File: src/rtl/keypad_pkg.sv
// keypad_pkg: shared types and constants for the 4x4 keypad emulator.
// Holds the FSM state enum, the key code type and the LFSR seed/taps.
package keypad_pkg;

  typedef enum logic [2:0] {
    IDLE   = 3'd0,
    BNC_DN = 3'd1,
    HELD   = 3'd2,
    BNC_UP = 3'd3,
    GAP    = 3'd4
  } keypad_emu_state_t;

  typedef logic [3:0] key_code_t;

  localparam logic [7:0] LFSR_SEED = 8'hA5;
  // x^8 + x^6 + x^5 + x^4 + 1
  localparam logic [7:0] LFSR_TAPS = 8'b1011_1000;

  function automatic int imax(input int a, input int b);
    return (a > b) ? a : b;
  endfunction

endpackage

File: src/rtl/keypad_lfsr.sv
// keypad_lfsr: 8-bit Fibonacci LFSR used as the contact-bounce source.
// Ports: clk, reset (async, active-low), en (advance), state (8-bit).
module keypad_lfsr (
  input  logic       clk,
  input  logic       reset,
  input  logic       en,
  output logic [7:0] state
);
  import keypad_pkg::*;

  always_ff @(posedge clk or negedge reset) begin
    if (!reset) begin
      state <= LFSR_SEED;
    end else if (en) begin
      state <= {state[6:0], ^(state & LFSR_TAPS)};
    end
  end

endmodule

File: src/rtl/keypad_emulator.sv
// keypad_emulator: switch-matrix end of a 4x4 active-low keypad scan.
// Ports: clk, reset (async, active-low), cols in / rows out (active-low),
//   cmd_valid/cmd_ready/cmd_key/cmd_hold command port, busy, done pulse.
// Build option: define KEYPAD_EMU_BOUNCE_EN for press/release bounce.
module keypad_emulator #(
  parameter int BOUNCE_CYCLES = 16,
  parameter int GAP_CYCLES    = 32,
  parameter int HOLD_W        = 24
) (
  input  logic              clk,
  input  logic              reset,
  input  logic [3:0]        cols,
  output logic [3:0]        rows,
  input  logic              cmd_valid,
  output logic              cmd_ready,
  input  logic [3:0]        cmd_key,
  input  logic [HOLD_W-1:0] cmd_hold,
  output logic              busy,
  output logic              done
);
  import keypad_pkg::*;

  localparam int CW = imax(HOLD_W,
    imax($clog2(BOUNCE_CYCLES), $clog2(GAP_CYCLES)));

  keypad_emu_state_t state;
  logic [CW-1:0]     count;
  key_code_t         key;
  logic [HOLD_W-1:0] hold_in;
  logic              accept;
  logic              cnt_zero;
  logic              contact;

  assign cmd_ready = (state == IDLE);
  assign busy      = ~cmd_ready;
  assign accept    = cmd_valid & cmd_ready;
  assign cnt_zero  = (count == '0);
  assign done      = (state == GAP) & cnt_zero;
  // hold of 0 behaves as 1; counter holds hold-1
  assign hold_in   = (cmd_hold == '0) ? '0 : cmd_hold - 1'b1;

`ifdef KEYPAD_EMU_BOUNCE_EN
  logic [7:0]        lfsr;
  logic              lfsr_en;
  logic              lfsr_unused;
  logic [HOLD_W-1:0] hold_m1;

  assign lfsr_en     = (state == BNC_DN) | (state == BNC_UP);
  assign lfsr_unused = ^lfsr[7:1];

  keypad_lfsr u_lfsr (
    .clk   (clk),
    .reset (reset),
    .en    (lfsr_en),
    .state (lfsr)
  );
`endif

  always_ff @(posedge clk or negedge reset) begin
    if (!reset) begin
      state   <= IDLE;
      count   <= '0;
      key     <= '0;
`ifdef KEYPAD_EMU_BOUNCE_EN
      hold_m1 <= '0;
`endif
    end else begin
      unique case (state)
        IDLE: begin
          if (accept) begin
            key <= cmd_key;
`ifdef KEYPAD_EMU_BOUNCE_EN
            hold_m1 <= hold_in;
            state   <= BNC_DN;
            count   <= CW'(BOUNCE_CYCLES - 1);
`else
            state   <= HELD;
            count   <= CW'(hold_in);
`endif
          end
        end
`ifdef KEYPAD_EMU_BOUNCE_EN
        BNC_DN: begin
          if (cnt_zero) begin
            state <= HELD;
            count <= CW'(hold_m1);
          end else begin
            count <= count - 1'b1;
          end
        end
        BNC_UP: begin
          if (cnt_zero) begin
            state <= GAP;
            count <= CW'(GAP_CYCLES - 1);
          end else begin
            count <= count - 1'b1;
          end
        end
`endif
        HELD: begin
          if (cnt_zero) begin
`ifdef KEYPAD_EMU_BOUNCE_EN
            state <= BNC_UP;
            count <= CW'(BOUNCE_CYCLES - 1);
`else
            state <= GAP;
            count <= CW'(GAP_CYCLES - 1);
`endif
          end else begin
            count <= count - 1'b1;
          end
        end
        GAP: begin
          if (cnt_zero) begin
            state <= IDLE;
          end else begin
            count <= count - 1'b1;
          end
        end
        default: state <= IDLE;
      endcase
    end
  end

  // last bounce cycle settles to the final contact level
  always_comb begin
    contact = 1'b0;
    unique case (state)
      HELD: contact = 1'b1;
`ifdef KEYPAD_EMU_BOUNCE_EN
      BNC_DN: contact = cnt_zero | lfsr[0];
      BNC_UP: contact = ~cnt_zero & lfsr[0];
`endif
      default: contact = 1'b0;
    endcase
  end

  // zero-latency path, like a physical switch
  always_comb begin
    rows = 4'b1111;
    if (contact && !cols[key[1:0]]) begin
      rows[key[3:2]] = 1'b0;
    end
  end

endmodule

File: config.mk
export PLATFORM = sky130hd
export DESIGN_NAME = keypad_emulator
export DESIGN_NICKNAME = d
export VERILOG_FILES = /design/src/rtl/keypad_pkg.sv /design/src/rtl/keypad_lfsr.sv /design/src/rtl/keypad_emulator.sv
export SDC_FILE = /design/constraint.sdc
export NUM_CORES = 1
export LEC_CHECK = 0
export CORE_MARGIN = 5
export CORE_UTILIZATION = 60
export CTS_BUF_LIST = sky130_fd_sc_hd__clkbuf_4
export CTS_CLUSTER_DIAMETER = 150
export DETAILED_ROUTE_END_ITERATION = 6
export GPL_TIMING_DRIVEN = 1
export PLACE_DENSITY = 0.88
export SYNTH_ARGS = -nofsm -noshare
export SYNTH_HDL_FRONTEND = slang
export SYNTH_SLANG_ARGS = --single-unit
File: constraint.sdc
create_clock -name clk -period 5.3 [get_ports clk]
set_input_delay 0.53 -clock clk [delete_from_list [all_inputs] [get_ports clk]]
set_output_delay 0.53 -clock clk [all_outputs]
set_load 0.02 [all_outputs]
==> results_dict.tcl, run 1 <==
set metrics [dict create \
    cts_sinks 30 \
    grt-ovfl-total 0 \
    yosys_warnings 0 \
    worst_r2r_path_depth 5 \
    synth_top_area_share 0.296 \
    worst_ep_required_time_ns 4.77 \
    finalSetupTns_ns 0 \
    dp.cells 380 \
    fin_crit_ns 3.40 \
    via_per_inst 6.71 \
    antenna_found_initial 0 \
    synth_compound_area_frac 0.260 \
    stdcell_area_sq_um 3000 \
    grt_pass1_wl_um 11100 \
    endpoint "done" \
    syn_nets 346 \
    synth_cell_types 56 \
    rrSetupSlack_ns 2.28 \
    synth_seq_cells 30 \
    finalSetupViolations 0 \
    reg2reg_to "count[23]" \
    syn2layout_area_growth_pct 18.3 \
    synth_xor_area_frac 0.0518 \
    drt_wl_total_um 6690 \
    synth_edf_count 0 \
    dieArea_sq_um 5630 \
    cts-root-buf "clkbuf_4" \
    yosysSeqAreaShare 0.296 \
    synthAdderAreaFrac 0.0346 \
    hold_viol_final 0 \
    synth-simple-area-share 0.285 \
    io_buffers 41 \
    power_leakage_uw 0.00111 \
    cts_resized 0 \
    slew_headroom 0.288 \
    first_pass_iters 4 \
    synth_top_family_by_area "simple AND/OR/NAND/NOR gates" \
    place_ws_ns 2.04 \
    max_cap_viol_count 0 \
    grt_max_degree 31 \
    crit_start "count[8]" \
    worstMarginPinSlew_ns 1.07 \
    stdcell_count 387 \
    utilization 0.739 \
    start_util 0.625 \
    setup.worst_path.end_class "output port" \
    track_usage 0.259 \
    synthMuxAreaShare 0.0267 \
    final_antenna_net_count 0 \
    rsz0062_at_grt "no" \
    synthTopCellsByArea "dfrtp_1 (30%), o21ai_0 (5.3%), nor4_1 (4.2%)" \
    grt_pass1_vias 2270 \
    core_region_area_sq_um 4060 \
    status "finished, final reports clean" \
    syn_area_per_cell_sq_um 8.34 \
    arrival_ns 2.87 \
    worstSetupStartpointType "flip-flop" \
    drtIter0Drc 275 \
    yosysMostFrequentCell "dfrtp_1" \
    final_max_slew_viol_count 0 \
    clockBufferDepth 2 \
    clkSlewWorstSetupHoldPaths_ns 0.09 \
    nets 379 \
    synth_area_sq_um 2530 \
    hold_path_class "flip-flop to flip-flop" \
    holdBufCountCts 0 \
    gp_congestion 0.921 \
    drive_gt1_frac 0.0831 \
    routed-via-count 2596 \
    place_area_sq_um 2950 \
    dpl.hpwl_um 5090 \
    cts_tree "done" \
    cellPowerDensity_nw_per_um2 430 \
    setup_slack_ns 1.90 \
    drcViolationCount 0 \
    post-cts-setup-buffer-count 0 \
    h-tree-depth 2 \
    drt-wirelength-per-cell_um 17.3 \
    yosysTopAreaCell "dfrtp_1" \
    async_flop_share 1.00 \
    synthFlopType "dfrtp_1" \
    diodes 0 \
    cp_max_fo 10 \
    critPathKind "flip-flop to output port" \
    cts_made_buffers 5 \
    die-height_um 75 \
    rows 23 \
    r2r_start "count[8]" \
    timing.final.crit_share 0.642 \
    io_pins 42 \
    irDropWorstVdd_uv 175 \
    fmax_mhz 294 \
    synth_common_cells "dfrtp_1 (30), o21ai_0 (27), nor2_1 (24)" \
    clk_latency_ns 0.34 \
    chipWidth_um 75 \
    syn_inst 304 \
    fin_skew_ns 0.0118 \
]
-- worst min path at each step --
stage | start | depth (start not counted) | end
4_1_cts | count[10] | 1 | count[10]
2_1_floorplan | reset | 0 | count[0]
5_1_grt | count[10] | 1 | count[10]
3_3_place_gp | count[10] | 1 | count[10]
3_5_place_dp | count[15] | 1 | count[15]
6_report | count[15] | 1 | count[15]
-- registers in the layout, summed over array words and instances (netlist names) --
register / cells
state: 2
count: 24
key: 4
-- stage by stage --
step / power [uW] / hold WS, ns
3_3_place_gp: 1120 / 0.493
5_1_grt: 1390 / 0.544
3_5_place_dp: 1150 / 0.501
2_1_floorplan: 945 / 0.234
4_1_cts: 1280 / 0.521
6_report: 1290 / 0.523
-- kinds of logic after synthesis --
logic type | after synthesis
compound gates | 94
xor+xnor | 15
fa+ha+maj | 7
buf+inv | 27
flops | 30
mux | 5
simple gates | 126
-- report_power, final --
part	switching (uW)	internal (uW)
logic	418	291
registers	112	331
clock network	76.8	60.1
total	607	682
-- cell usage in the layout, fill, tap and decap left out, types with 4 or more instances in the layout --
master and count:
a211oi_1 4, a21oi_1 11, a221o_1 4, a22oi_1 5, a31oi_1 4, and3_1 4
clkbuf_4 7, clkdlybuf4s50_1 41, dfrtp_1 30, ha_1 7, inv_1 10, mux2_2 4
nand2_1 8, nand2b_1 5, nand3_1 9, nand4_1 6, nor2_1 24, nor2b_1 5
nor3_1 18, nor4_1 17, o211ai_1 5, o21ai_0 27, o2bb2ai_1 4, or2_2 4
or3_1 4, or4_1 12, xnor2_1 7, xor2_1 8
-- critical path, stage by stage, from the launching register on --
cell and delay (ns):
dfrtp_1 0.44, or4_1 0.65, nor4_4 0.59, and3_1 0.24
clkdlybuf4s50_1 0.60
-- final cells by class --
class                           instances  area, sq um
Clock buffer                            7         52.6
Tap cell                               50         62.6
Sequential cell                        30          751
Fill cell                             335         1060
Multi-Input combinational cell        247         1670
Inverter                               10         37.5
Timing Repair Buffer                   43          425
-- layer usage --
| layer | wire length, um | track usage | up-vias |
|---|---|---|---|
| met5 | 0 | 0 | - |
| met4 | 183 | 0.125 | 0 |
| met3 | 584 | 0.0454 | 17 |
| met2 | 2990 | 0.387 | 127 |
| met1 | 2940 | 0.363 | 1194 |
| li1 | - | - | 1258 |
(Power assumes the default switching activity.)
==> inputs of run 2 (changes only) <==
- CORE_UTILIZATION: 60 -> 50
- PLACE_DENSITY: 0.88 -> 0.79
- clock period: 5.3 -> 2.8 ns (I/O delays scaled with it)
==> run 2 against run 1 <==
  * Via count increased by 7.2%
  * Clock skew increased by 0.0073 ns
  * Sequential share of layout area decreased by 1.9 points
  * Clock-buffer cell count decreased by 2
  * Critical path depth increased by 2
  * Die area increased by 17%
  * Clock power increased by 96%
  * Worst setup slack got worse by 1.8 ns
  * Cell count increased by 12%
==> results_dict.tcl, run 2 (synthesized netlist as in run 1, its figures left out) <==
set metrics [dict create \
    arrival_ns 2.95 \
    h-tree-depth 2 \
    switching_share 0.475 \
    max_cap_viol_count 0 \
    dieArea_sq_um 6590 \
    num-fill-cells 456 \
    via_per_inst 6.40 \
    finalSetupViolations 0 \
    grt_pass1_wl_um 12600 \
    syn2layout_area_growth_pct 27.7 \
    grt-ovfl-total 0 \
    chipWidth_um 81.2 \
    timing.final.crit_share 0.970 \
    critPathKind "flip-flop to flip-flop" \
    worstMarginPinSlew_ns 1.08 \
    cp_max_fo 14 \
    clockBufferDepth 2 \
    final_max_slew_viol_count 0 \
    core_region_area_sq_um 5010 \
    combPwrFrac 0.576 \
    track_usage 0.244 \
    hold_path_class "input pin to async pin" \
    slew_headroom 0.282 \
    multi_input_area_sq_um 1680 \
    drt_wl_total_um 7490 \
    finalSetupTns_ns 0 \
    final_antenna_net_count 0 \
    status "finished, final reports clean" \
    place_ws_ns 0.0308 \
    cts-root-buf "clkbuf_4" \
    register_area_sq_um 751 \
    irDropWorstVdd_uv 291 \
    worst_ep_required_time_ns 3.03 \
    top_register "count" \
    io_buffers 41 \
    layout_commonest_cell "clkdlybuf4s50_1" \
    start_util 0.506 \
    rrSetupSlack_ns 0.08 \
    worstSetupStartpointType "flip-flop" \
    io_pins 42 \
    power_leakage_uw 0.00126 \
    cts_tree "done" \
    rows 26 \
    fin_crit_ns 2.72 \
    drive_gt1_frac 0.156 \
    grt_max_degree 31 \
    routed-via-count 2782 \
    fmax_mhz 368 \
    die-height_um 81.2 \
    stdcell_area_sq_um 3240 \
    reg_top3 "count: 24 flops, key: 4 flops, state: 2 flops" \
    rsz0062_at_grt "no" \
    power_frac_seq 0.321 \
    power_frac_clock 0.104 \
    use_met1 0.310 \
    cts_sinks 30 \
    fin_skew_ns 0.0191 \
    dpl.hpwl_um 5600 \
    grt_pass1_vias 2695 \
    cts_made_buffers 5 \
    clk_latency_ns 0.36 \
    clkSlewWorstSetupHoldPaths_ns 0.12 \
    gp_congestion 0.917 \
    hold_viol_final 0 \
    r2r_start "count[18]" \
    largest_reg_flops 24 \
    intPower_uw 1360 \
    grt_util_met3 0.0477 \
    nets 406 \
    antenna_found_initial 0 \
    drcViolationCount 0 \
    setup.worst_path.end_class "flip-flop" \
    layout_common_cells "clkdlybuf4s50_1 (40), dfrtp_1 (30), buf_4 (29), o21ai_0 (27), nor2_1 (23)" \
    setup_slack_ns 0.0836 \
    drt-wirelength-per-cell_um 17.2 \
    crit_start "count[18]" \
    use_met2 0.400 \
    first_pass_iters 5 \
    drtIter0Drc 319 \
    place_area_sq_um 3170 \
    grt.busiest_layer "met2" \
    switching_power_uw 1230 \
    diodes 0 \
    cellPowerDensity_nw_per_um2 802 \
]
-- run 2: changes by cell type in the layout (fill, tap and decap cells not counted), sizes merged --
cell,delta
clkinvlp,+1
clkinv,+2
clkbuf,-2
dlymetal6s2s,+1
buf,+27
clkdlybuf4s50,-1
-- run 2: what timing repair did --
action / in CTS / in global routing
setup endpoints to repair: 1 / 1
pin swaps: 1 / 0
hold buffers: 0 / 0
setup buffers: 1 / 0
gates resized for setup: 2 / 1
-- run 2: metal layers --
layer | routed length, um | vias to the layer above
met3 | 675 | 25
met4 | 238 | 0
met2 | 3450 | 147
met1 | 3120 | 1304
met5 | 0 | -
li1 | - | 1306
-- run 2: final timing paths --
check / end / cells after the start
setup / recovery: count[19] / 6
hold / removal: count[18] / 2
setup reg to reg: count[19] / 6
hold reg to reg: count[10] / 1
max in group asynchronous: count[2] / 2
min in group clk: count[10] / 1
-- run 2: stage by stage --
step / utilization / power (uW) / cells / hold WS, ns
2_1_floorplan: - / 1790 / 304 / -0.0156
3_3_place_gp: 0.632 / 2240 / 426 / 0.494
3_5_place_dp: 0.632 / 2290 / 426 / 0.502
4_1_cts: 0.646 / 2570 / 435 / 0.327
5_1_grt: 0.646 / 2800 / 435 / 0.338
6_report: 0.646 / 2600 / 435 / 0.293
-- run 2: power groups by stage --
stage          sequential, uW  clock, uW  combinational [uW]
2_1_floorplan             776          0                1010
3_3_place_gp              821          0                1420
3_5_place_dp              828          0                1460
4_1_cts                   825        267                1470
5_1_grt                   867        290                1640
6_report                  833        269                1490
-- run 2: critical path, cell delays in order, from the launching register on --
cell     delay (ns)
dfrtp_1        0.46
or4_1          0.58
buf_4          0.19
nor4_1         0.40
a31o_2         0.42
o21ai_0        0.14
a221o_2        0.39
-- run 2: final cells by class --
class / count / area share
clock inverter: 3 / 0.00502
timing repair buffer: 70 / 0.195
multi-input combinational: 247 / 0.518
sequential: 30 / 0.232
tap: 70 / 0.0270
inverter: 10 / 0.0116
clock buffer: 5 / 0.0116
==> inputs of run 3 (changes only) <==
- CAP_MARGIN: not set -> 10
- CORE_UTILIZATION: 50 -> 56
- PLACE_DENSITY: 0.79 -> 0.83
- SKIP_CTS_REPAIR_TIMING: not set -> 1
- clock period: 2.8 -> 2.7 ns (I/O delays scaled with it)
==> run 3 against run 2 <==
  * First-iteration DRC count fell by 23%
  * Clock-buffer cell count rose by 2
  * Worst setup slack improved by 0.10 ns
  * Global-route usage barely moved
  * Maximum frequency rose by 8.0%
  * Utilization rose by 8.9 points
  * Clock skew fell by 0.0045 ns
  * Combinational power barely moved
  * Cell area fell by 0.43%
  * Highest routed layer unchanged
==> results_dict.tcl, run 3 (synthesized netlist as in run 1, its figures left out) <==
set metrics [dict create \
    status "finished, final reports clean" \
    cellPowerDensity_nw_per_um2 827 \
    final_antenna_net_count 0 \
    slew_headroom 0.236 \
    io_buffers 41 \
    multi_input_area_sq_um 1670 \
    num-fill-cells 366 \
    die-height_um 77.3 \
    worstSetupStartpointType "flip-flop" \
    clockBufferDepth 2 \
    gp_congestion 0.933 \
    chipWidth_um 77.3 \
    cp_max_fo 7 \
    timing.final.crit_share 0.931 \
    utilization 0.735 \
    cts_tree "done" \
    h-tree-depth 2 \
    grt_max_degree 31 \
    antenna_found_initial 0 \
    drive_gt1_frac 0.158 \
    reg_top3 "count: 24 flops, key: 4 flops, state: 2 flops" \
    register_area_sq_um 751 \
    max_cap_viol_count 0 \
    first_pass_iters 5 \
    layout_common_cells "clkdlybuf4s50_1 (40), buf_4 (31), dfrtp_1 (30), o21ai_0 (27), nor2_1 (24)" \
    grt-ovfl-total 0 \
    cts_sinks 30 \
    power_leakage_uw 0.00127 \
    stdcell_count 418 \
    track_usage 0.245 \
    critPathKind "flip-flop to flip-flop" \
    dpl.hpwl_um 5610 \
    worstMarginPinSlew_ns 1.15 \
    rsz0062_at_grt "no" \
    cts-root-buf "clkbuf_4" \
    intPower_uw 1430 \
    core_region_area_sq_um 4380 \
    via_per_inst 6.58 \
    arrival_ns 2.73 \
    combPwrFrac 0.571 \
    cts_made_buffers 5 \
    hold_path_class "input pin to async pin" \
    finalSetupViolations 0 \
    io_pins 42 \
    hold_viol_final 0 \
    drt_wl_total_um 7210 \
    worst_ep_required_time_ns 2.92 \
    fin_crit_ns 2.51 \
    nets 408 \
    dp.cells 411 \
    drtIter0Drc 247 \
    rows 24 \
    switching_share 0.463 \
    start_util 0.578 \
    power_frac_clock 0.101 \
    largest_reg_flops 24 \
    hold_slack_ns 0.311 \
    routed-via-count 2749 \
    drcViolationCount 0 \
    grt_pass1_vias 2579 \
    top_register "count" \
    layout_commonest_cell "clkdlybuf4s50_1" \
    switching_power_uw 1230 \
    fmax_mhz 398 \
    fin_skew_ns 0.0146 \
    grt_pass1_wl_um 11900 \
    setup.worst_path.end_class "flip-flop" \
    syn2layout_area_growth_pct 27.2 \
    clkSlewWorstSetupHoldPaths_ns 0.10 \
    power_frac_seq 0.328 \
    dieArea_sq_um 5970 \
    drt-wirelength-per-cell_um 17.3 \
    clk_latency_ns 0.34 \
    diodes 0 \
    final_max_slew_viol_count 0 \
    irDropWorstVdd_uv 329 \
]
## run 3: worst max-delay path, cell delays in order, from the launching register on
cell and delay, ns:
dfrtp_1 0.41, or4_1 0.68, or4_1 0.65, nor3_1 0.17, o21ai_0 0.10, a221o_2 0.39
## run 3: final cells by class
class,count,share of cell area
Tap cell,52,0.0202
Clock buffer,7,0.0163
Inverter,10,0.0116
Sequential cell,30,0.233
Timing Repair Buffer,72,0.200
Multi-Input combinational cell,247,0.519
## run 3: worst paths after layout
check	start	endpoint	slack, ns	cells past startpoint
max	count[14]	count[19]	0.19	5
min	reset	count[4]	0.31	2
max reg2reg	count[14]	count[19]	0.19	5
min reg2reg	key[1]	key[1]	0.53	1
max in group asynchronous	reset	count[16]	2.09	2
min in group clk	key[1]	key[1]	0.53	1
## run 3: through the flow
stage / total power, uW / setup slack [ns] / cell area, sq um / TNS (ns)
global placement: 2300 / -0.0402 / 3170 / -0.0512
detailed placement: 2360 / -0.122 / 3170 / -0.520
floorplan: 1860 / 0.283 / 2530 / 0
finish: 2670 / 0.186 / 3220 / 0
global route: 2870 / 0.0723 / 3220 / 0
CTS: 2640 / -0.236 / 3220 / -0.236
## run 3: power groups by stage
stage	logic, uW	clock network (uW)	registers (uW)
global route	1670	299	903
floorplan	1050	0	804
CTS	1500	276	864
detailed placement	1490	0	868
global placement	1440	0	855
finish	1520	269	875
## run 3: layer usage
| metal | wire [um] | global-route usage | up-vias |
|---|---|---|---|
| li1 | - | - | 1313 |
| met1 | 3020 | 0.306 | 1269 |
| met2 | 3390 | 0.407 | 142 |
| met3 | 606 | 0.0539 | 25 |
| met4 | 196 | 0.0945 | 0 |
| met5 | 0 | 0 | - |
==> variant: new RTL, flow settings as in run 1 <==
Add a define of `KEYPAD_EMU_BOUNCE_EN`.
--- a/src/rtl/keypad_emulator.sv
+++ b/src/rtl/keypad_emulator.sv
@@ -4,2 +4,4 @@
 // Build option: define KEYPAD_EMU_BOUNCE_EN for press/release bounce.
+`define KEYPAD_EMU_BOUNCE_EN
+
 module keypad_emulator #(
Check against the original RTL: not equivalent (Yosys sat finds a counterexample within 4 cycles, from zero or initial values and one cycle with reset low).
==> variant against run 1 <==
Power decreased by 37%. Setup slack worse by 0.81 ns. Sequential share of layout area is 11 points higher. Routed wire length is 39% higher. Design area is 46% higher. Via count up 35%. Area after synthesis increased by 52%. Die area increased by 45%. Sequential cell count increased by 33. Global-route usage down 2.8 points. Critical path type unchanged. Largest cell class unchanged.
==> variant: results <==
[synth]
synth_mux_area_share_pct = 2.01
synth_compound_area_share_pct = 17.0
synth_area_leaders = dfrtp_1, nand2_1, o21ai_0
syn-num-nets = 491
synth_common_cells = nand2_1, dfrtp_1, o21ai_0
seq_area_frac_synth_pct = 40.9
syn_inst = 454

[cts]
clk_latency_ns = 0.42
h-tree-depth = 3
path_clk_slew_ns = 0.11

[global_route]
grt_pass1_wl_microns = 15600
grt_pass1_vias = 3257
grt_max_degree = 64

[final_layout]
regArea_sq_um = 1580
num-fill-cells = 509
final-clk-cell-share_pct = 2.49
nNonClkBuffers = 44
clkbuf_count = 11
multi_input_gates = 360
nets = 524
drive_above_1_share_pct = 10.4
multi_input_area_share_pct = 48.5
reg.largest.list = count: 24 flops, hold_m1: 24 flops, u_lfsr.state: 8 flops
nFlopsAndLatches = 63

[placed_design]
placed_area_sq_um = 4260
gp_congestion = 0.956
place_ws_ns = 1.57

[detailed_routing]
vias = 3517
vias_per_cell = 6.18

[critical_path]
cp_slowest_cell = or3_1
worstPathArrival_ns = 3.69
path_max_fanout = 17

[power]
p_per_area_nw_per_um2 = 186
p_int_mw = 0.614
seq_power_share_pct = 59.1

[sta]
finClkSkew_ns = 0.0148

[outcome]
status = finished clean
==> variant: cell types whose count changed after synthesis, moves of 7 or more <==
cell | run 1 | this run
nand2_1 | 8 | 85
dfrtp_1 | 30 | 59
o21ai_0 | 27 | 40
nor3_1 | 18 | 30
a21oi_1 | 11 | 22
nor2_1 | 24 | 35
nor4_1 | 17 | 8
xnor2_1 | 7 | 14
==> variant: worst paths after layout <==
kind	startpoint	end	slack, ns
min in group clk	u_lfsr.state[2]	u_lfsr.state[2]	0.46
min reg2reg	u_lfsr.state[2]	u_lfsr.state[2]	0.46
min	reset	hold_m1[6]	0.28
max in group asynchronous	reset	count[11]	4.51
max	count[0]	rows[1]	1.08
max reg2reg	count[0]	count[11]	2.32
==> variant: routing by layer <==
metal / share of wire, % / GRT usage, %
met1: 44 / 32.2
met4: 2.8 / 10.0
met3: 6.7 / 4.17
met5: 0 / 0
met2: 47 / 35.4
